File: config.mk
export PLATFORM = sky130hd
export DESIGN_NAME = tse_mac_init_ctrl
export DESIGN_NICKNAME = d
export VERILOG_FILES = /design/src/rtl/tse_ctrl_pkg.sv /design/src/rtl/tse_avm_xact.sv /design/src/rtl/tse_mac_init_ctrl.sv
export SDC_FILE = /design/constraint.sdc
export NUM_CORES = 1
export LEC_CHECK = 0
export CAP_MARGIN = 30
export CORE_ASPECT_RATIO = 1.1
export CORE_MARGIN = 10
export CORE_UTILIZATION = 50
export DETAILED_ROUTE_END_ITERATION = 7
export PLACE_DENSITY = 0.81
export SLEW_MARGIN = 0
export SYNTH_ARGS = -nofsm -noshare
export SYNTH_HDL_FRONTEND = slang
export SYNTH_HIERARCHICAL = 1
export SYNTH_SLANG_ARGS = --single-unit
File: constraint.sdc
create_clock -name clk_clk -period 3.6 [get_ports clk_clk]
set_clock_uncertainty 0.05 [all_clocks]
set_input_delay 0.36 -clock clk_clk [delete_from_list [all_inputs] [get_ports clk_clk]]
set_output_delay 0.36 -clock clk_clk [all_outputs]
set_load 0.02 [all_outputs]
File: src/rtl/tse_ctrl_pkg.sv
// Purpose : shared constants for the TSE MAC bring-up controller (CSR word offsets,
//           command_config bit positions, PHY status bits, speed encoding, FSM states).
// Ports   : none (package). Latency / backpressure: not applicable.
package tse_ctrl_pkg;

    // TSE CSR word offsets; 0x80+ is the MDIO space window onto PHY registers
    localparam logic [7:0] REG_CMD_CONFIG = 8'h02;
    localparam logic [7:0] REG_MAC0       = 8'h03;
    localparam logic [7:0] REG_MAC1       = 8'h04;
    localparam logic [7:0] REG_FRM_LENGTH = 8'h05;
    localparam logic [7:0] REG_MDIO_ADDR0 = 8'h0F;
    localparam logic [7:0] REG_PHY_STATUS = 8'h81;
    localparam logic [7:0] REG_PHY_SPEC   = 8'h91;

    // command_config bit positions
    localparam int CMD_TX_ENA    = 0;
    localparam int CMD_RX_ENA    = 1;
    localparam int CMD_ETH_SPEED = 3;
    localparam int CMD_SW_RESET  = 13;
    localparam int CMD_ENA_10    = 25;

    localparam logic [31:0] CMD_SW_RESET_VAL = 32'd1 << CMD_SW_RESET;

    // PHY register bits
    localparam int PHY_LINK_BIT     = 2;   // reg 1: link status
    localparam int PHY_RESOLVED_BIT = 11;  // reg 17: speed/duplex resolved

    // Encoding matches PHY reg 17 bits [15:14]
    typedef enum logic [1:0] {
        SPD_10   = 2'b00,
        SPD_100  = 2'b01,
        SPD_1000 = 2'b10,
        SPD_BAD  = 2'b11
    } speed_t;

    typedef enum logic [3:0] {
        IDLE,
        SWRST,
        SWRST_POLL,
        MAC0,
        MAC1,
        FRMLEN,
        MDIOADDR,
        LINK_POLL,
        SPEED,
        ENABLE,
        RUN,
        WAIT,
        ERR
    } state_t;

    // command_config value that enables the datapath at the given speed
    function automatic logic [31:0] cmd_enable_word(input speed_t spd);
        logic [31:0] w;
        w = (32'd1 << CMD_TX_ENA) | (32'd1 << CMD_RX_ENA);
        if (spd == SPD_1000) w = w | (32'd1 << CMD_ETH_SPEED);
        if (spd == SPD_10)   w = w | (32'd1 << CMD_ENA_10);
        return w;
    endfunction

endpackage

File: src/rtl/tse_avm_xact.sv
// Purpose : single Avalon-MM transfer engine; one req (held until ack) -> one read or write.
// Latency : bus asserted the cycle after req, ack one cycle after the waitrequest=0 cycle.
// Backpr. : holds address/read/write/writedata stable while avm_waitrequest=1.
// Ports   : req/wr/addr/wdata from the sequencer, ack/rdata back; avm_* to the CSR slave.
module tse_avm_xact (
    input  logic        clk,
    input  logic        rst,
    input  logic        req,
    input  logic        wr,
    input  logic [7:0]  addr,
    input  logic [31:0] wdata,
    output logic        ack,
    output logic [31:0] rdata,
    output logic [7:0]  avm_address,
    output logic        avm_read,
    output logic        avm_write,
    output logic [31:0] avm_writedata,
    input  logic [31:0] avm_readdata,
    input  logic        avm_waitrequest
);

    always_ff @(posedge clk or posedge rst) begin
        if (rst) begin
            avm_address   <= 8'h00;
            avm_read      <= 1'b0;
            avm_write     <= 1'b0;
            avm_writedata <= 32'h0;
            ack           <= 1'b0;
            rdata         <= 32'h0;
        end else begin
            ack <= 1'b0;
            if (avm_read || avm_write) begin
                if (!avm_waitrequest) begin
                    avm_read  <= 1'b0;
                    avm_write <= 1'b0;
                    ack       <= 1'b1;
                    rdata     <= avm_readdata;
                end
            end else if (req && !ack) begin
                // req is still high during the ack cycle; !ack prevents a duplicate launch
                avm_read      <= !wr;
                avm_write     <= wr;
                avm_address   <= addr;
                avm_writedata <= wdata;
            end
        end
    end

endmodule

File: src/rtl/tse_mac_init_ctrl.sv
// Purpose : brings up an Altera TSE MAC: SW reset, station address, frame length, PHY
//           address, waits for link, resolves speed, enables TX/RX, then monitors link.
// Latency : three cycles per zero-wait CSR transfer (request, bus, acknowledge).
// Backpr. : follows avm_waitrequest; start while busy is deferred to the end of the
//           current transfer. Ports: clk_clk/reset_reset, start+mac_addr, avm_* master,
//           set_1000/set_10 to the MAC, busy/link_up/done/error status.
module tse_mac_init_ctrl
    import tse_ctrl_pkg::*;
#(
    parameter logic [4:0] PHY_ADDR      = 5'd0,
    parameter int         POLL_INTERVAL = 1_000_000,
    parameter int         RST_TIMEOUT   = 1024,
    parameter int         FRM_LEN       = 1518
) (
    input  logic        clk_clk,
    input  logic        reset_reset,
    input  logic        start,
    input  logic [47:0] mac_addr,
    output logic [7:0]  avm_address,
    output logic        avm_read,
    output logic        avm_write,
    output logic [31:0] avm_writedata,
    input  logic [31:0] avm_readdata,
    input  logic        avm_waitrequest,
    output logic        set_1000,
    output logic        set_10,
    output logic        busy,
    output logic        link_up,
    output logic        done,
    output logic        error
);

    state_t      state, state_nxt;
    logic        req, wr, ack;
    logic [7:0]  addr;
    logic [31:0] wdata, rdata;

    logic [47:0] mac_q;
    logic [31:0] rd_cnt, poll_cnt;
    speed_t      speed_q, spd_nxt;
    logic        restart_pend, link_lost;

    logic        go_rst, rd_inc, load_poll, dec_poll, spd_ld;
    logic        enable_done, lost_set, lost_clr, xfer_state;

    logic        unused_rdata;
    assign unused_rdata = &{1'b0, rdata[31:16], rdata[12], rdata[10:3], rdata[1:0]};

    tse_avm_xact u_xact (
        .clk             (clk_clk),
        .rst             (reset_reset),
        .req             (req),
        .wr              (wr),
        .addr            (addr),
        .wdata           (wdata),
        .ack             (ack),
        .rdata           (rdata),
        .avm_address     (avm_address),
        .avm_read        (avm_read),
        .avm_write       (avm_write),
        .avm_writedata   (avm_writedata),
        .avm_readdata    (avm_readdata),
        .avm_waitrequest (avm_waitrequest)
    );

    assign busy  = !(state inside {IDLE, RUN, WAIT, ERR});
    assign error = (state == ERR);

    always_ff @(posedge clk_clk or posedge reset_reset) begin
        if (reset_reset) state <= IDLE;
        else             state <= state_nxt;
    end

    always_comb begin
        state_nxt   = state;
        req         = 1'b0;
        wr          = 1'b0;
        addr        = 8'h00;
        wdata       = 32'h0;
        go_rst      = 1'b0;
        rd_inc      = 1'b0;
        load_poll   = 1'b0;
        dec_poll    = 1'b0;
        spd_ld      = 1'b0;
        spd_nxt     = speed_q;
        enable_done = 1'b0;
        lost_set    = 1'b0;
        lost_clr    = 1'b0;
        // a request is outstanding (or about to launch) in these states, so a restart
        // must wait for its ack or the ack would be credited to the wrong state
        xfer_state  = busy || ((state == WAIT) && (link_lost || (poll_cnt == 32'd0)));

        case (state)
            IDLE: if (start) go_rst = 1'b1;
            SWRST: begin
                req = 1'b1; wr = 1'b1; addr = REG_CMD_CONFIG; wdata = CMD_SW_RESET_VAL;
                if (ack) state_nxt = SWRST_POLL;
            end
            SWRST_POLL: begin
                req = 1'b1; addr = REG_CMD_CONFIG;
                if (ack) begin
                    if (!rdata[CMD_SW_RESET])                  state_nxt = MAC0;
                    else if (rd_cnt == 32'(RST_TIMEOUT - 1))   state_nxt = ERR;
                    else                                       rd_inc = 1'b1;
                end
            end
            MAC0: begin
                req = 1'b1; wr = 1'b1; addr = REG_MAC0;
                wdata = {mac_q[23:16], mac_q[31:24], mac_q[39:32], mac_q[47:40]};
                if (ack) state_nxt = MAC1;
            end
            MAC1: begin
                req = 1'b1; wr = 1'b1; addr = REG_MAC1;
                wdata = {16'h0, mac_q[7:0], mac_q[15:8]};
                if (ack) state_nxt = FRMLEN;
            end
            FRMLEN: begin
                req = 1'b1; wr = 1'b1; addr = REG_FRM_LENGTH; wdata = 32'(FRM_LEN);
                if (ack) state_nxt = MDIOADDR;
            end
            MDIOADDR: begin
                req = 1'b1; wr = 1'b1; addr = REG_MDIO_ADDR0; wdata = {27'h0, PHY_ADDR};
                if (ack) state_nxt = LINK_POLL;
            end
            LINK_POLL: begin
                req = 1'b1; addr = REG_PHY_STATUS;
                if (ack && rdata[PHY_LINK_BIT]) state_nxt = SPEED;
            end
            SPEED: begin
                req = 1'b1; addr = REG_PHY_SPEC;
                if (ack && rdata[PHY_RESOLVED_BIT]) begin
                    spd_nxt = speed_t'(rdata[15:14]);
                    spd_ld  = 1'b1;
                    state_nxt = (spd_nxt == SPD_BAD) ? ERR : ENABLE;
                end
            end
            ENABLE: begin
                req = 1'b1; wr = 1'b1; addr = REG_CMD_CONFIG; wdata = cmd_enable_word(speed_q);
                if (ack) begin
                    enable_done = 1'b1;
                    state_nxt   = RUN;
                end
            end
            RUN: begin
                if (start) go_rst = 1'b1;
                else begin
                    load_poll = 1'b1;
                    state_nxt = WAIT;
                end
            end
            WAIT: begin
                if (link_lost) begin
                    // link dropped: disable TX/RX before hunting for link again
                    req = 1'b1; wr = 1'b1; addr = REG_CMD_CONFIG; wdata = 32'h0;
                    if (ack) begin
                        lost_clr  = 1'b1;
                        state_nxt = LINK_POLL;
                    end
                end else if (poll_cnt != 32'd0) begin
                    dec_poll = 1'b1;
                    if (start) go_rst = 1'b1;
                end else begin
                    req = 1'b1; addr = REG_PHY_STATUS;
                    if (ack) begin
                        if (rdata[PHY_LINK_BIT]) state_nxt = RUN;
                        else                     lost_set  = 1'b1;
                    end
                end
            end
            ERR: if (start) go_rst = 1'b1;
            default: state_nxt = IDLE;
        endcase

        if (xfer_state && ack && (start || restart_pend)) go_rst = 1'b1;
        if (go_rst) state_nxt = SWRST;
    end

    always_ff @(posedge clk_clk or posedge reset_reset) begin
        if (reset_reset) begin
            mac_q        <= 48'h0;
            rd_cnt       <= 32'h0;
            poll_cnt     <= 32'h0;
            speed_q      <= SPD_10;
            restart_pend <= 1'b0;
            link_lost    <= 1'b0;
            set_1000     <= 1'b0;
            set_10       <= 1'b0;
            link_up      <= 1'b0;
            done         <= 1'b0;
        end else begin
            if (start) mac_q <= mac_addr;
            restart_pend <= go_rst ? 1'b0 : (restart_pend | start);
            if (go_rst) begin
                rd_cnt    <= 32'h0;
                link_up   <= 1'b0;
                done      <= 1'b0;
                link_lost <= 1'b0;
            end else begin
                if (rd_inc) rd_cnt <= rd_cnt + 32'd1;
                if (load_poll)     poll_cnt <= 32'(POLL_INTERVAL - 1);
                else if (dec_poll) poll_cnt <= poll_cnt - 32'd1;
                if (spd_ld) speed_q <= spd_nxt;
                if (enable_done) begin
                    set_1000 <= (speed_q == SPD_1000);
                    set_10   <= (speed_q == SPD_10);
                    link_up  <= 1'b1;
                    done     <= 1'b1;
                end
                if (lost_set) begin
                    link_lost <= 1'b1;
                    link_up   <= 1'b0;
                    done      <= 1'b0;
                end
                if (lost_clr) link_lost <= 1'b0;
            end
        end
    end

endmodule

==> results.md, run 1 <==
- The clock passes through at most 2 buffers.
- The final weighted congestion of routability-driven global placement is 0.884.
- Leaving out fill and tap cells, the most frequent cell in the layout is sky130_fd_sc_hd__dfrtp_1.
- The worst-case IR drop observed on VDD is 456 uV.
- The level count of the clock H-tree is 4.
- For the pin with the worst max-slew slack, the measured transition is 831 ps.
- Hold repair after CTS inserted 0 buffers.
- After layout, the minimum clock period comes to 3200 ps.
- The aggregate routed wire length is 19400 um.
- The utilization after layout is 62.0%.
- The global-route total usage across every layer is 17.6%.
- The overall die area is 22100 um^2.
- The routed length per instance is 18.1 um.
- Pin placement for this block handled 132 I/O pins.
- The multi-input gate area in the final layout is 3750 um^2.
- For this run, the post-layout net count is 944.
- After clock tree synthesis, the clock-pin slew on the worst setup and hold paths is 70 ps.
- The cell area that synthesis handed to floorplanning was 8260 um^2.
- The family with the most delay on the worst path is simple AND/OR/NAND/NOR gates.
- The DRC violation count after routing is 0.
- For this configuration, the core starts out at a cell density of 50.7%.
- In this run the tightest slew margin relative to its limit is 44.6%.
- The filler cell count is 1266.
- STA classifies the critical path startpoint as a register.
- The sequential cell area in the final layout is 4280 um^2.
- The smallest hold slack is 194 ps.
- The most common cell type on the critical path is sky130_fd_sc_hd__nor2_1.
- Entering global routing, the biggest net connects 64 pins.
- The TritonCTS clock tree is done.
- Relative to the synthesized area, the layout overhead comes to 22.3%.
- After routing the design area is 10100 um^2.
- For this run, the number of Yosys warnings is 6.
- Once placement finished, the instance area stood at 9510 um^2.
- The antenna diode count is 0.
- The max capacitance violation total is 0.
- The number of placed instances, taps included, is 1039.
- The pre-antenna-repair detailed-routing pass consisted of 5 iterations.
- After technology mapping, the gate count stands at 754.
- The count of placed standard cells in the final layout, fillers left out is 1071.
- The number of clock sinks is 171.
- The count of routing violations after the opening detailed-route iteration is 482.
- Buffers placed on the I/O ports in this run total 104.
- The total of endpoints with negative setup slack in the final report is 0.
- The setup total negative slack is 0 ps.
- Walking the worst path, the cells encountered are or4_4 > or4_1 > nor2_1 > a31oi_2 > nand2_1 > buf_4 > nor2_1 > a31oi_1.
- The final setup slack of the worst path is 401 ps.
- The fmax is 313 MHz.
- The stage delay of the slowest cell on the critical path is 600 ps.
- The number of nets still failing antenna checks after routing is 0.
- The number of clock buffers added by TritonCTS is 17.
- For this block, the via count after detailed routing is 6128.
- Using the TritonRoute via totals, the vias-per-cell ratio works out to 5.72.
- STA puts the critical path data required time at 3900 ps.
- The worst hold path belongs to the class in -> async.
- The die is 155 um tall.
- The hold violation count in the final report came to 0.
- Summed over all nets, the half-perimeter wirelength after detailed placement is 13300 um.
- The endpoint type of the worst setup path is a register.
- The cell sitting at the root of the clock tree is a sky130_fd_sc_hd__clkbuf_16.
- The final cycle utilization of the critical path is 88.9%.
- Each instance of the synthesized netlist takes up on average 11.0 um^2.
- The worst setup path is of the reg -> reg kind.
- The critical path arrival is 3500 ps.
- The slowest stage of the critical path is the sky130_fd_sc_hd__or4_4 cell.
- For this design the ratio of total power to cell area is 570 nW/um^2.
- For this run the aggregate overflow at the end of global routing stands at 0.
- The pre-CTS setup slack is 294 ps.
- The later pin in the worst-skew pair is clocked with a latency of 440 ps.
- Setup repair after global routing left no endpoint under its margin.
- The die is 143 um wide.
- The initial antenna violation count came to 0.
- After floorplanning, the core was divided into 49 placement rows.
- Together, buffers and inverters on the worst path number 1.
- Power comes to 5.77 mW.
- The library cells used most frequently in the layout, excluding fill and tap cells, are sky130_fd_sc_hd__dfrtp_1 (171), sky130_fd_sc_hd__clkdlybuf4s50_1 (103), sky130_fd_sc_hd__mux2_2 (95), sky130_fd_sc_hd__nor2_1 (89), sky130_fd_sc_hd__nand2_1 (43).
- The maximum fanout along the worst path is 45.
- The first global-routing pass estimated 31500 um of wire.
- The core region is 16300 um^2.
- In the final layout, the share of cells above drive strength 1 is 17.9%.
- The via count of the first global-routing pass is 6257.
- The total count of max-transition violations in the final report is 0.
- The leakage power is 4.37 nW.
- The run finished with clean final reports.
==> what timing repair did <==
action / in CTS / in global routing
setup buffers: 0 / 0
gates resized for setup: 0 / 1
setup endpoints to repair: 0 / 5
endpoints found under the hold margin: 0 / 0
==> worst paths after layout <==
| check | startpoint | to | slack, ps | depth (start not counted) |
|---|---|---|---|---|
| hold reg to reg | poll_cnt[26]$_DFFE_PP0P_ | poll_cnt[26]$_DFFE_PP0P_ | 450 | 1 |
| min in group clk_clk | poll_cnt[26]$_DFFE_PP0P_ | poll_cnt[26]$_DFFE_PP0P_ | 450 | 1 |
| setup reg to reg | poll_cnt[19]$_DFFE_PP0P_ | poll_cnt[3]$_DFFE_PP0P_ | 400 | 8 |
| max in group asynchronous | reset_reset | mac_q[38]$_DFFE_PP0P_ | 2400 | 3 |
| setup / recovery | poll_cnt[19]$_DFFE_PP0P_ | poll_cnt[3]$_DFFE_PP0P_ | 400 | 8 |
| hold / removal | reset_reset | u_xact/avm_read$_DFFE_PP0P_ | 190 | 2 |
==> area by class of cell <==
type / instances / share of cell area, %
Clock inverter: 15 / 1.68
Multi-Input combinational cell: 529 / 37.1
Clock buffer: 17 / 4.21
Sequential cell: 171 / 42.3
Tap cell: 204 / 2.52
Timing Repair Buffer: 117 / 11.5
Inverter: 18 / 0.705
==> flip-flops by register name, indices dropped and copies added, names as in the netlist <==
name	flops
state	4
set_1000	1
set_10	1
u_xact/rdata	5
rd_cnt	32
u_xact/avm_write	1
u_xact/avm_writedata	32
u_xact/avm_read	1
link_lost	1
u_xact/avm_address	8
done	1
speed_q	2
mac_q	48
poll_cnt	32
u_xact/ack	1
restart_pend	1
==> power by group <==
part / switching (mW) / total (mW) / internal [mW]
clock network: 0.882 / 1.82 / 0.938
registers: 0.211 / 2.36 / 2.15
logic: 0.847 / 1.58 / 0.737
total: 1.94 / 5.77 / 3.83
==> routing by layer <==
metal  part of all wire (%)  global-route usage [%]
met1                     44                    22.1
met2                     51                    29.8
met3                    4.0                    3.71
met4                    1.1                    4.77
met5                      0                       0
==> worst reg2reg max path, cell delays in order (launching register included) <==
cell	delay, ps
sky130_fd_sc_hd__dfrtp_1	420
sky130_fd_sc_hd__or4_4	600
sky130_fd_sc_hd__or4_1	500
sky130_fd_sc_hd__nor2_1	210
sky130_fd_sc_hd__a31oi_2	230
sky130_fd_sc_hd__nand2_1	260
sky130_fd_sc_hd__buf_4	450
sky130_fd_sc_hd__nor2_1	200
sky130_fd_sc_hd__a31oi_1	200
(Power assumes the default switching activity.)
==> run 2, diff against run 1 <==
--- a/config.mk
+++ b/config.mk
@@ -9,9 +9,10 @@
 export CORE_ASPECT_RATIO = 1.1
 export CORE_MARGIN = 10
 export CORE_UTILIZATION = 50
+export CTS_BUF_LIST = sky130_fd_sc_hd__clkbuf_16
+export CTS_CLUSTER_DIAMETER = 50
 export DETAILED_ROUTE_END_ITERATION = 7
 export PLACE_DENSITY = 0.81
-export SLEW_MARGIN = 0
 export SYNTH_ARGS = -nofsm -noshare
 export SYNTH_HDL_FRONTEND = slang
 export SYNTH_HIERARCHICAL = 1
==> results of run 2 <==
The final DEF is identical to that of run 1; final timing and power are the same.
